`src/rtl/shreg_rr.sv`:
```
// -----------------------------------------------------------------------------
// shreg_rr -- shared W-bit register, round-robin arbitrated writers
//
// N independent requesters write one shared register over 4-phase req/ack
// handshakes. At most one write lands per clock. The grant goes to the first
// pending requester found searching from the round-robin pointer upward,
// wrapping modulo N. After a grant the pointer moves just past the winner, so
// every other requester is visited before the winner is considered again.
//
// Ports:
//   clk  in   1     system clock, rising edge
//   res  in   1     synchronous active-high reset
//   req  in   N     per-requester write request (level, 4-phase)
//   d    in   N*W   write data, requester i at d[i*W +: W]
//   q    out  W     current register value
//   ack  out  N     per-requester acknowledge
//   upd  out  1     one-cycle pulse the cycle after q was written
//   src  out  SW    index of the requester that made the most recent write
// -----------------------------------------------------------------------------
module shreg_rr #(
    parameter int           N    = 4,
    parameter int           W    = 8,
    parameter logic [W-1:0] INIT = {W{1'b0}},
    parameter int           SW   = $clog2(N)
) (
    input  logic            clk,
    input  logic            res,
    input  logic [N-1:0]    req,
    input  logic [N*W-1:0]  d,
    output logic [W-1:0]    q,
    output logic [N-1:0]    ack,
    output logic            upd,
    output logic [SW-1:0]   src
);

    logic [W-1:0]  q_r;
    logic [N-1:0]  ack_r;
    logic          upd_r;
    logic [SW-1:0] src_r;
    logic [SW-1:0] ptr_r;

    logic [N-1:0]  pend_s;
    logic          grant_valid_s;
    logic [SW-1:0] grant_idx_s;
    logic [SW:0]   cand_s;
    logic [N-1:0]  grant_vec_s;
    logic [N-1:0]  ack_next_s;
    logic [SW-1:0] ptr_next_s;
    logic [W-1:0]  wdata_s;

    // A requester is pending only until its ack has been registered.
    assign pend_s = req & ~ack_r;

    // Round-robin search starting at ptr; the candidate index is one bit wider
    // than ptr so ptr+k cannot overflow before the explicit wrap at N.
    always_comb begin
        grant_valid_s = 1'b0;
        grant_idx_s   = {SW{1'b0}};
        cand_s        = {(SW+1){1'b0}};
        for (int k = 0; k < N; k++) begin
            cand_s = {1'b0, ptr_r} + (SW+1)'(k);
            if (cand_s >= (SW+1)'(N)) begin
                cand_s = cand_s - (SW+1)'(N);
            end else begin
                cand_s = cand_s;
            end
            if (!grant_valid_s && pend_s[cand_s[SW-1:0]]) begin
                grant_valid_s = 1'b1;
                grant_idx_s   = cand_s[SW-1:0];
            end else begin
                grant_valid_s = grant_valid_s;
                grant_idx_s   = grant_idx_s;
            end
        end
    end

    // One-hot grant, next ack vector (release on req low, set on grant) and
    // the pointer position just past the winner, wrapping from N-1 to 0.
    always_comb begin
        grant_vec_s = {N{1'b0}};
        ptr_next_s  = ptr_r;
        if (grant_valid_s) begin
            grant_vec_s[grant_idx_s] = 1'b1;
            if (grant_idx_s == SW'(N-1)) begin
                ptr_next_s = {SW{1'b0}};
            end else begin
                ptr_next_s = grant_idx_s + SW'(1);
            end
        end else begin
            grant_vec_s = {N{1'b0}};
            ptr_next_s  = ptr_r;
        end
        ack_next_s = (ack_r & req) | grant_vec_s;
    end

    // Data of the granted requester; only meaningful when grant_valid_s.
    always_comb begin
        wdata_s = d[int'(grant_idx_s)*W +: W];
    end

    // State and output registers; reset overrides any grant on the same edge.
    always_ff @(posedge clk) begin
        if (res) begin
            q_r   <= INIT;
            ack_r <= {N{1'b0}};
            upd_r <= 1'b0;
            src_r <= {SW{1'b0}};
            ptr_r <= {SW{1'b0}};
        end else begin
            ack_r <= ack_next_s;
            upd_r <= grant_valid_s;
            if (grant_valid_s) begin
                q_r   <= wdata_s;
                src_r <= grant_idx_s;
                ptr_r <= ptr_next_s;
            end else begin
                q_r   <= q_r;
                src_r <= src_r;
                ptr_r <= ptr_r;
            end
        end
    end

    assign q   = q_r;
    assign ack = ack_r;
    assign upd = upd_r;
    assign src = src_r;

endmodule

```
`config.mk`:
```
export PLATFORM = sky130hd
export DESIGN_NAME = shreg_rr
export DESIGN_NICKNAME = d
export VERILOG_FILES = /design/src/rtl/shreg_rr.sv
export SDC_FILE = /design/constraint.sdc
export NUM_CORES = 1
export LEC_CHECK = 0
export CAP_MARGIN = 10
export CORE_ASPECT_RATIO = 1.1
export CORE_MARGIN = 2
export CORE_UTILIZATION = 38
export CTS_BUF_LIST = sky130_fd_sc_hd__clkbuf_8 sky130_fd_sc_hd__clkbuf_16
export CTS_CLUSTER_SIZE = 30
export DETAILED_ROUTE_END_ITERATION = 12
export MAX_ROUTING_LAYER = met4
export PLACE_DENSITY = 0.77
export SETUP_SLACK_MARGIN = 0.4
export SYNTH_ARGS = -nofsm -noshare
export SYNTH_HDL_FRONTEND = slang
export SYNTH_SLANG_ARGS = --single-unit
export TNS_END_PERCENT = 50
```
`constraint.sdc`:
```
create_clock -name clk -period 2.2 [get_ports clk]
set_clock_uncertainty 0.15 [all_clocks]
set_input_delay 0.44 -clock clk [delete_from_list [all_inputs] [get_ports clk]]
set_output_delay 0.44 -clock clk [all_outputs]
set_load 0.02 [all_outputs]
```
Yosys cells after proc, flatten, opt, wreduce, memory -nomap -nowiden
Cells that the tools add are included.
Widths: inputs -> output; s select.

operators by class
  bitwise logic cells = 4
  shifts and indexed selects = 1
  add/subtract/negate cells = 8
  eq/ne operators = 1
  reductions and logical operators = 7
  mux-type cells = 24
  magnitude comparators = 10

operators by type and width
  cell                 number
  $shiftx 32x6->8      1
  $mux 2               9
  $lt 2x3->1 const B   5
  $ge 3x3->1 const B   3
  $mux 1               9
  $and 4x4->4          2
  $bmux 1 s2           4
  $sub 2x1->2 const B  4
  $add 2x2->3 const B  2
  $logic_and 1x1->1    4
  $mux 4               1
  $not 4->4            1
  $or 4x4->4           1
  $add 2x1->3 const B  1
  $ge 2x3->1 const B   1
  $logic_not 1->1      3
  $add 2x1->2 const B  1
  $demux 1 s2          1
  $eq 2x2->1 const B   1
  $ge 2x1->1 const B   1

storage, ports and cells
  word-level logic and storage cells = 60
  bits of input ports = 38
  output and inout port bits = 15
  flip-flop bits (word level) = 17

Depth between registers and ports, before layout
Gate-level depths: netlist of the first run.

  depth in word-level cells = 20
  mapped depth = 9

Worst setup path before layout of the first run
Ideal clock, no wire load.

  path type = input to register
  start point = input req[2]
  end point = register ptr_r[0]
  library setup time = 0.128 ns
  stages on the path = 9
  arrival time = 1.551 ns
  slack = 0.372 ns
  path through = nor2b_2 a31oi_1 o211ai_2 inv_1 buf_2 ha_1 nor2_1 a22oi_1 nor2_1

between the ends
  word-level cells in the longest chain between the ends = 15

ends and longest elaborated chain
  item                                              line    source
  from (decl)                                       28      input logic [N-1:0] req,
  $and 4x4->4 (*)                                   52      assign pend_s = req & ~ack_r;
  $bmux 1 s2                                        67      if (!grant_valid_s && pend_s[cand_s[SW-1:0]]) begin
  $mux 1 (implied by the code)                      67
  $mux 1                                            67
  $logic_not 1->1                                   67
  $logic_and 1x1->1                                 67
  $mux 1                                            67
  $logic_not 1->1                                   67
  $logic_and 1x1->1                                 67
  $mux 1                                            67
  $logic_not 1->1                                   67
  $logic_and 1x1->1                                 67
  $mux 2                                            67
  $add 2x1->2 / $eq 2x2->1 (equally long branches)  87, 84
  $mux 2                                            84      if (grant_idx_s == SW'(N-1)) begin
  to (signal assigned)                              108     ptr_r <= {SW{1'b0}};
  to (signal assigned)                              115     ptr_r <= ptr_next_s;
  to (signal assigned)                              119     ptr_r <= ptr_r;
  to (decl)                                         40      logic [SW-1:0] ptr_r;

Mark *: on every way between the ends. The rest lies on a longest branch, timed or not. The select of a mux whose other input is x is not followed.
A chain may end at the register's enable or synchronous reset.

Worst setup path in the final report of the first run
  start point = register q_r[2] (netlist: q[2])
  end point = output q[2]

RTL lines
  item                    line  source
  from (decl)             36    logic [W-1:0] q_r;
  from (signal assigned)  113   q_r <= wdata_s;
  from (signal assigned)  117   q_r <= q_r;
  to (decl)               30    output logic [W-1:0] q,

No word-level cell between the ends.

==> results.yml, run 1 <==
placed_design:
  place_inst: 202
  dpl_cell_area_sq_um: 1610
  place_hpwl_um: 2250
  portBuffers: 52
  routabilityCongestion: 0.755
routing:
  vias: 1207
  firstDrtPassIters: 4
  routedWlPerCell_um: 17.3
  drtIter0Drc: 32
  drcViolationCount: 0
  ant_nets: 0
  drt-vias-per-instance: 5.59
  wirelength_um: 3730
timing:
  fmax_mhz: 541
  rsz0062_at_grt: "true"
  finalSetupViolCount: 0
  hold_violations: 0
  period_share: 0.840
  worst_pin_slew_ps: 333
  period_minus_slack_ps: 1850
  slew_headroom: 0.777
  slew_viol_final: 0
logic_synthesis:
  ys_warn_count: 0
  netlist_top_cells_area: "dfxtp_1 (36%), mux2i_1 (9.5%), nand3_1 (8.5%)"
  yosysTopAreaCell: "dfxtp_1"
  syn_area_sq_um: 945
  synthCells: 107
  ys_seq_area_frac: 0.360
  synth_seq_cells: 17
  async_reset_ff_frac: 0
  yosysTopAreaCellShare: 0.360
  synth_edf_count: 0
  syn_nets: 146
  syn_area_per_cell_sq_um: 8.83
  synthFlopType: "dfxtp_1"
  ys_types: 31
grt:
  grt_overflow: 0
  gr-usage-all-layers: 0.239
  grt_max_degree: 12
  antenna_found_initial: 0
  grt_pass1_wl_um: 5110
  grt_pass1_vias: 1134
cells_and_area:
  n_antenna_cell: 0
  drive_gt1_frac: 0.339
  finalInstanceArea_sq_um: 1910
  nets: 226
  layoutNonFillerInstCount: 216
  syn_to_final_growth_pct: 102
worst_setup_path:
  end_kind: "primary output"
  path_cells: "clkdlybuf4s50_1"
  slowest_delay_ps: 640
  path_max_fanout: 2
  critPathSlowestCell: "clkdlybuf4s50_1"
  crit_type: "reg -> out"
  critPathTopFamily: "buffers and inverters"
  crit_path_start_kind: "flop"
  cp.arrival_ps: 1260
  crit_required_ps: 1610
  path_buf_inv: 1
die:
  die_y_um: 56.3
  rows: 18
  dieArea_sq_um: 2900
  core_sq_um: 2300
  initial_core_util: 0.411
  io_pins: 53
  die_w_um: 51.5
clocking:
  clk_latency_ps: 260
  cts_max_level: 1
  clk_pin_slew_worst_paths_ps: 80
  cts_max_path_buffers: 2
  cts_tree: "yes"
  cts.sinks: 17
  cts_root_buffer: "clkbuf_8"
  cts_inserted_buffers: 3
power_and_ir_drop:
  power.density_nw_per_um2: 1120
  ir_drop_uv: 822
  p_leak_nw: 0.808
min_path:
  hp-class: "in -> reg"
run_status:
  status: "finished clean"
job:
  drv_cap: 0
## per-stage QoR
stage          hold WS [ps]  utilization  power, mW  setup TNS [ps]  worst slack [ps]
4_1_cts                 321        0.777       2.00               0               309
3_5_place_dp            303        0.703       1.61           -1140              -118
6_report                272        0.831       2.15               0               353
5_1_grt                 293        0.831       2.24               0               341
3_3_place_gp            293        0.703       1.58            -703             -75.7
2_1_floorplan           376            -       1.11               0               400
## sequential cells by signal, indices dropped and copies added, names as in the netlist
register,cells
q,8
ack,4
ptr_r,2
src,2
upd,1
## per-layer routing
metal	global-route usage	share of wire	vias up
li1	-	-	552
met1	0.282	0.42	582
met2	0.396	0.51	63
met3	0.0239	0.052	10
met4	0.120	0.025	0
met5	-	0	-
## final timing paths
kind | from | end | slack, ps | cells past startpoint
min | req[3] | ack[3] | 270 | 3
max | q[2] | q[2] | 350 | 1
max reg2reg | ptr_r[1] | q[1] | 440 | 8
min reg2reg | q[5] | q[5] | 330 | 2
## cell families (layout without fill, tap and decap cells)
logic type,count (synthesis),count (layout),synth area share
and+or+nand+nor,50,50,0.287
DFF,17,17,0.360
muxes,9,9,0.0954
AOI/OAI and AO/OA,22,23,0.189
adders and majority gates,1,1,0.0132
buffers and inverters,8,86,0.0543
## cells in the mapped netlist, types with 2 or more instances
cell	n
nand3_1	16
nor2b_1	3
o2111ai_1	8
a21oi_1	3
nor2_1	7
nand2_1	14
inv_1	2
dfxtp_1	17
mux2i_1	9
buf_6	2
o22ai_1	2
buf_2	2
nand2b_1	3
nor2b_2	2
## area by class of cell
cell class	instances	area, sq um
well taps	30	37.5
clock buffers	3	41.3
inverters	2	7.51
repair buffers	80	798
flip-flops and latches	17	347
fillers	151	388
clock inverters	1	7.51
multi-input cells	83	671
## repair_timing
item / CTS / global route
pin swaps: 5 / 6
setup endpoints to repair: 23 / 28
gates cloned: 2 / 0
hold buffers: 0 / 0
setup buffers: 4 / 4
gates resized for setup: 21 / 31
## layout by cell type (no fill, tap or decap), types with 3 or more instances in the layout
cell type / Yosys / layout
clkdlybuf4s50_1: 0 / 44
buf_4: 1 / 18
dfxtp_1: 17 / 14
nand3_1: 16 / 13
nand2_1: 14 / 12
mux2i_1: 9 / 7
buf_6: 2 / 7
nor2b_4: 1 / 5
nor2_1: 7 / 5
o2111ai_1: 8 / 5
nand2b_1: 3 / 3
a21oi_1: 3 / 3
o2111ai_2: 0 / 3
nand3_2: 0 / 3
clkbuf_8: 0 / 3
dlymetal6s2s_1: 0 / 3
## report_power, final
group / leakage (nW) / switching [mW] / internal [mW]
clock: 0.0217 / 0.126 / 0.128
combinational: 0.644 / 0.643 / 0.715
sequential: 0.142 / 0.101 / 0.435
No activity file was read; power rests on OpenSTA's default activity.
==> run 2, diff against run 1 <==
==> constraint.sdc (replaced) <==
create_clock -name clk -period 1.85 [get_ports clk]
set_clock_uncertainty 0.15 [all_clocks]
set_input_delay 0.37 -clock clk [delete_from_list [all_inputs] [get_ports clk]]
set_output_delay 0.37 -clock clk [all_outputs]
set_load 0.02 [all_outputs]
==> run 2 against run 1 <==
Compared with the run above: die area stayed put; utilization rose by 3.2 points; wire length increased by 3.3%; global-route usage is 1.4 points higher.
==> results.yml, run 2 (synthesized netlist as in run 1, its figures left out) <==
timing:
  fmax_mhz: 583
  slew_headroom: 0.735
  finalSetupViolCount: 0
  rsz0062_at_grt: "true"
  worst_pin_slew_ps: 397
  hold_violations: 0
  slew_viol_final: 0
  period_minus_slack_ps: 1720
  period_share: 0.928
die:
  io_pins: 53
  rows: 18
  die_y_um: 56.3
  die_w_um: 51.5
  initial_core_util: 0.411
  dieArea_sq_um: 2900
  core_sq_um: 2300
worst_setup_path:
  rr_worst_depth: 8
  path_max_fanout: 7
  cp.arrival_ps: 1720
  crit_type: "reg -> reg"
  end_kind: "flop"
  r2r_start: "ptr_r[0]"
  crit_required_ps: 1850
  rrSetupSlack_ps: 130
  worstReg2RegEnd: "ptr_r[0]"
  crit_path_start_kind: "flop"
power_and_ir_drop:
  p_leak_nw: 0.896
  power.density_nw_per_um2: 1340
  ir_drop_uv: 1060
cells_and_area:
  largest_register_ffs: 8
  syn_to_final_growth_pct: 110
  layoutNonFillerInstCount: 216
  layout_common_cells: "clkdlybuf4s50_1 (33), nand3_1 (14), buf_4 (14)"
  final_common_cell: "clkdlybuf4s50_1"
  n_antenna_cell: 0
  finalInstanceArea_sq_um: 1980
  nets: 226
  drive_gt1_frac: 0.366
placed_design:
  routabilityCongestion: 0.781
  place_hpwl_um: 2200
  portBuffers: 52
  dpl_cell_area_sq_um: 1650
  place_inst: 198
grt:
  grt.met3_usage: 0.0399
  grt_max_degree: 11
  use_met2: 0.438
  grt_pass1_wl_um: 5490
  gr-usage-all-layers: 0.253
  grt_pass1_vias: 1183
  top_usage_layer: "met2"
  use_met1: 0.299
  antenna_found_initial: 0
  grt_overflow: 0
routing:
  ant_nets: 0
  drt-vias-per-instance: 5.56
  drcViolationCount: 0
  drtIter0Drc: 15
  routedWlPerCell_um: 17.8
  wirelength_um: 3850
  firstDrtPassIters: 4
  vias: 1200
min_path:
  hp-class: "in -> reg"
  hp-start: "req[0]"
  hold_depth: 3
  min_to: "ack[0]"
clocking:
  clk_latency_ps: 260
  cts_max_level: 1
  cts_tree: "yes"
  cts_inserted_buffers: 3
  cts_root_buffer: "clkbuf_8"
  cts.sinks: 17
  ctsHoldBuffers: 0
  cts_max_path_buffers: 2
  clk_pin_slew_worst_paths_ps: 70
job:
  drv_cap: 0
run_status:
  status: "finished clean"
[run 2: cell count changes in the layout (fill, tap and decap cells not counted), sizes merged]
cell / delta
clkbuf: -1
clkdlybuf4s15: +1
clkdlybuf4s50: -11
clkinv: +1
clkinvlp: -1
dlygate4sd2: +7
dlymetal6s2s: +4
[run 2: how the worst max path moves through the flow]
stage,end,slack (ps),from,cells after the start
floorplan,ptr_r[0],240,req[2],9
global placement,q[0],-380,req[0],7
detailed placement,q[4],-390,req[0],7
CTS,src[0],130,src[0],1
global route,q[6],60,ptr_r[0],8
finish,ptr_r[0],130,ptr_r[0],8
[run 2: worst max-delay path, cell delays in order, from the launching register on]
cell and delay, ps:
dfxtp_4 390, inv_1 110, a31oi_4 190, o211ai_4 140, buf_6 160, buf_4 130, buf_6 110, a22oi_2 150
nor2_1 70
[run 2: timing repair]
action	CTS	global route
buffers inserted	10	1
pin swaps	21	7
resized for setup	49	13
gates cloned	2	1
endpoints found under the setup margin	32	32
[run 2: final cells by class]
| type | count | area, sq um |
|---|---|---|
| Tap cell | 30 | 37.5 |
| Multi-Input combinational cell | 83 | 731 |
| Timing Repair Buffer | 80 | 806 |
| Clock inverter | 1 | 5.00 |
| Sequential cell | 17 | 355 |
| Fill cell | 124 | 314 |
| Inverter | 2 | 7.51 |
| Clock buffer | 3 | 41.3 |
[run 2: per-layer routing]
layer,wire [um],part of all wire,vias up
li1,-,-,557
met1,1550,0.40,580
met2,1920,0.50,60
met3,343,0.089,3
met4,38,0.0099,0
met5,0,0,-
[run 2: power breakdown]
group / total, mW / switching, mW / internal (mW)
Sequential: 0.669 / 0.140 / 0.529
Clock: 0.293 / 0.143 / 0.150
Combinational: 1.69 / 0.819 / 0.873
Total: 2.65 / 1.10 / 1.55
[run 2: stage by stage]
step	worst slack (ps)	util	hold WS [ps]	setup TNS (ps)	total power, mW
global route	61.6	0.863	296	0	2.79
detailed placement	-393	0.719	306	-5390	1.97
global placement	-378	0.719	295	-5040	1.95
CTS	130	0.834	243	0	2.51
floorplan	239	-	362	0	1.43
finish	134	0.863	307	0	2.65
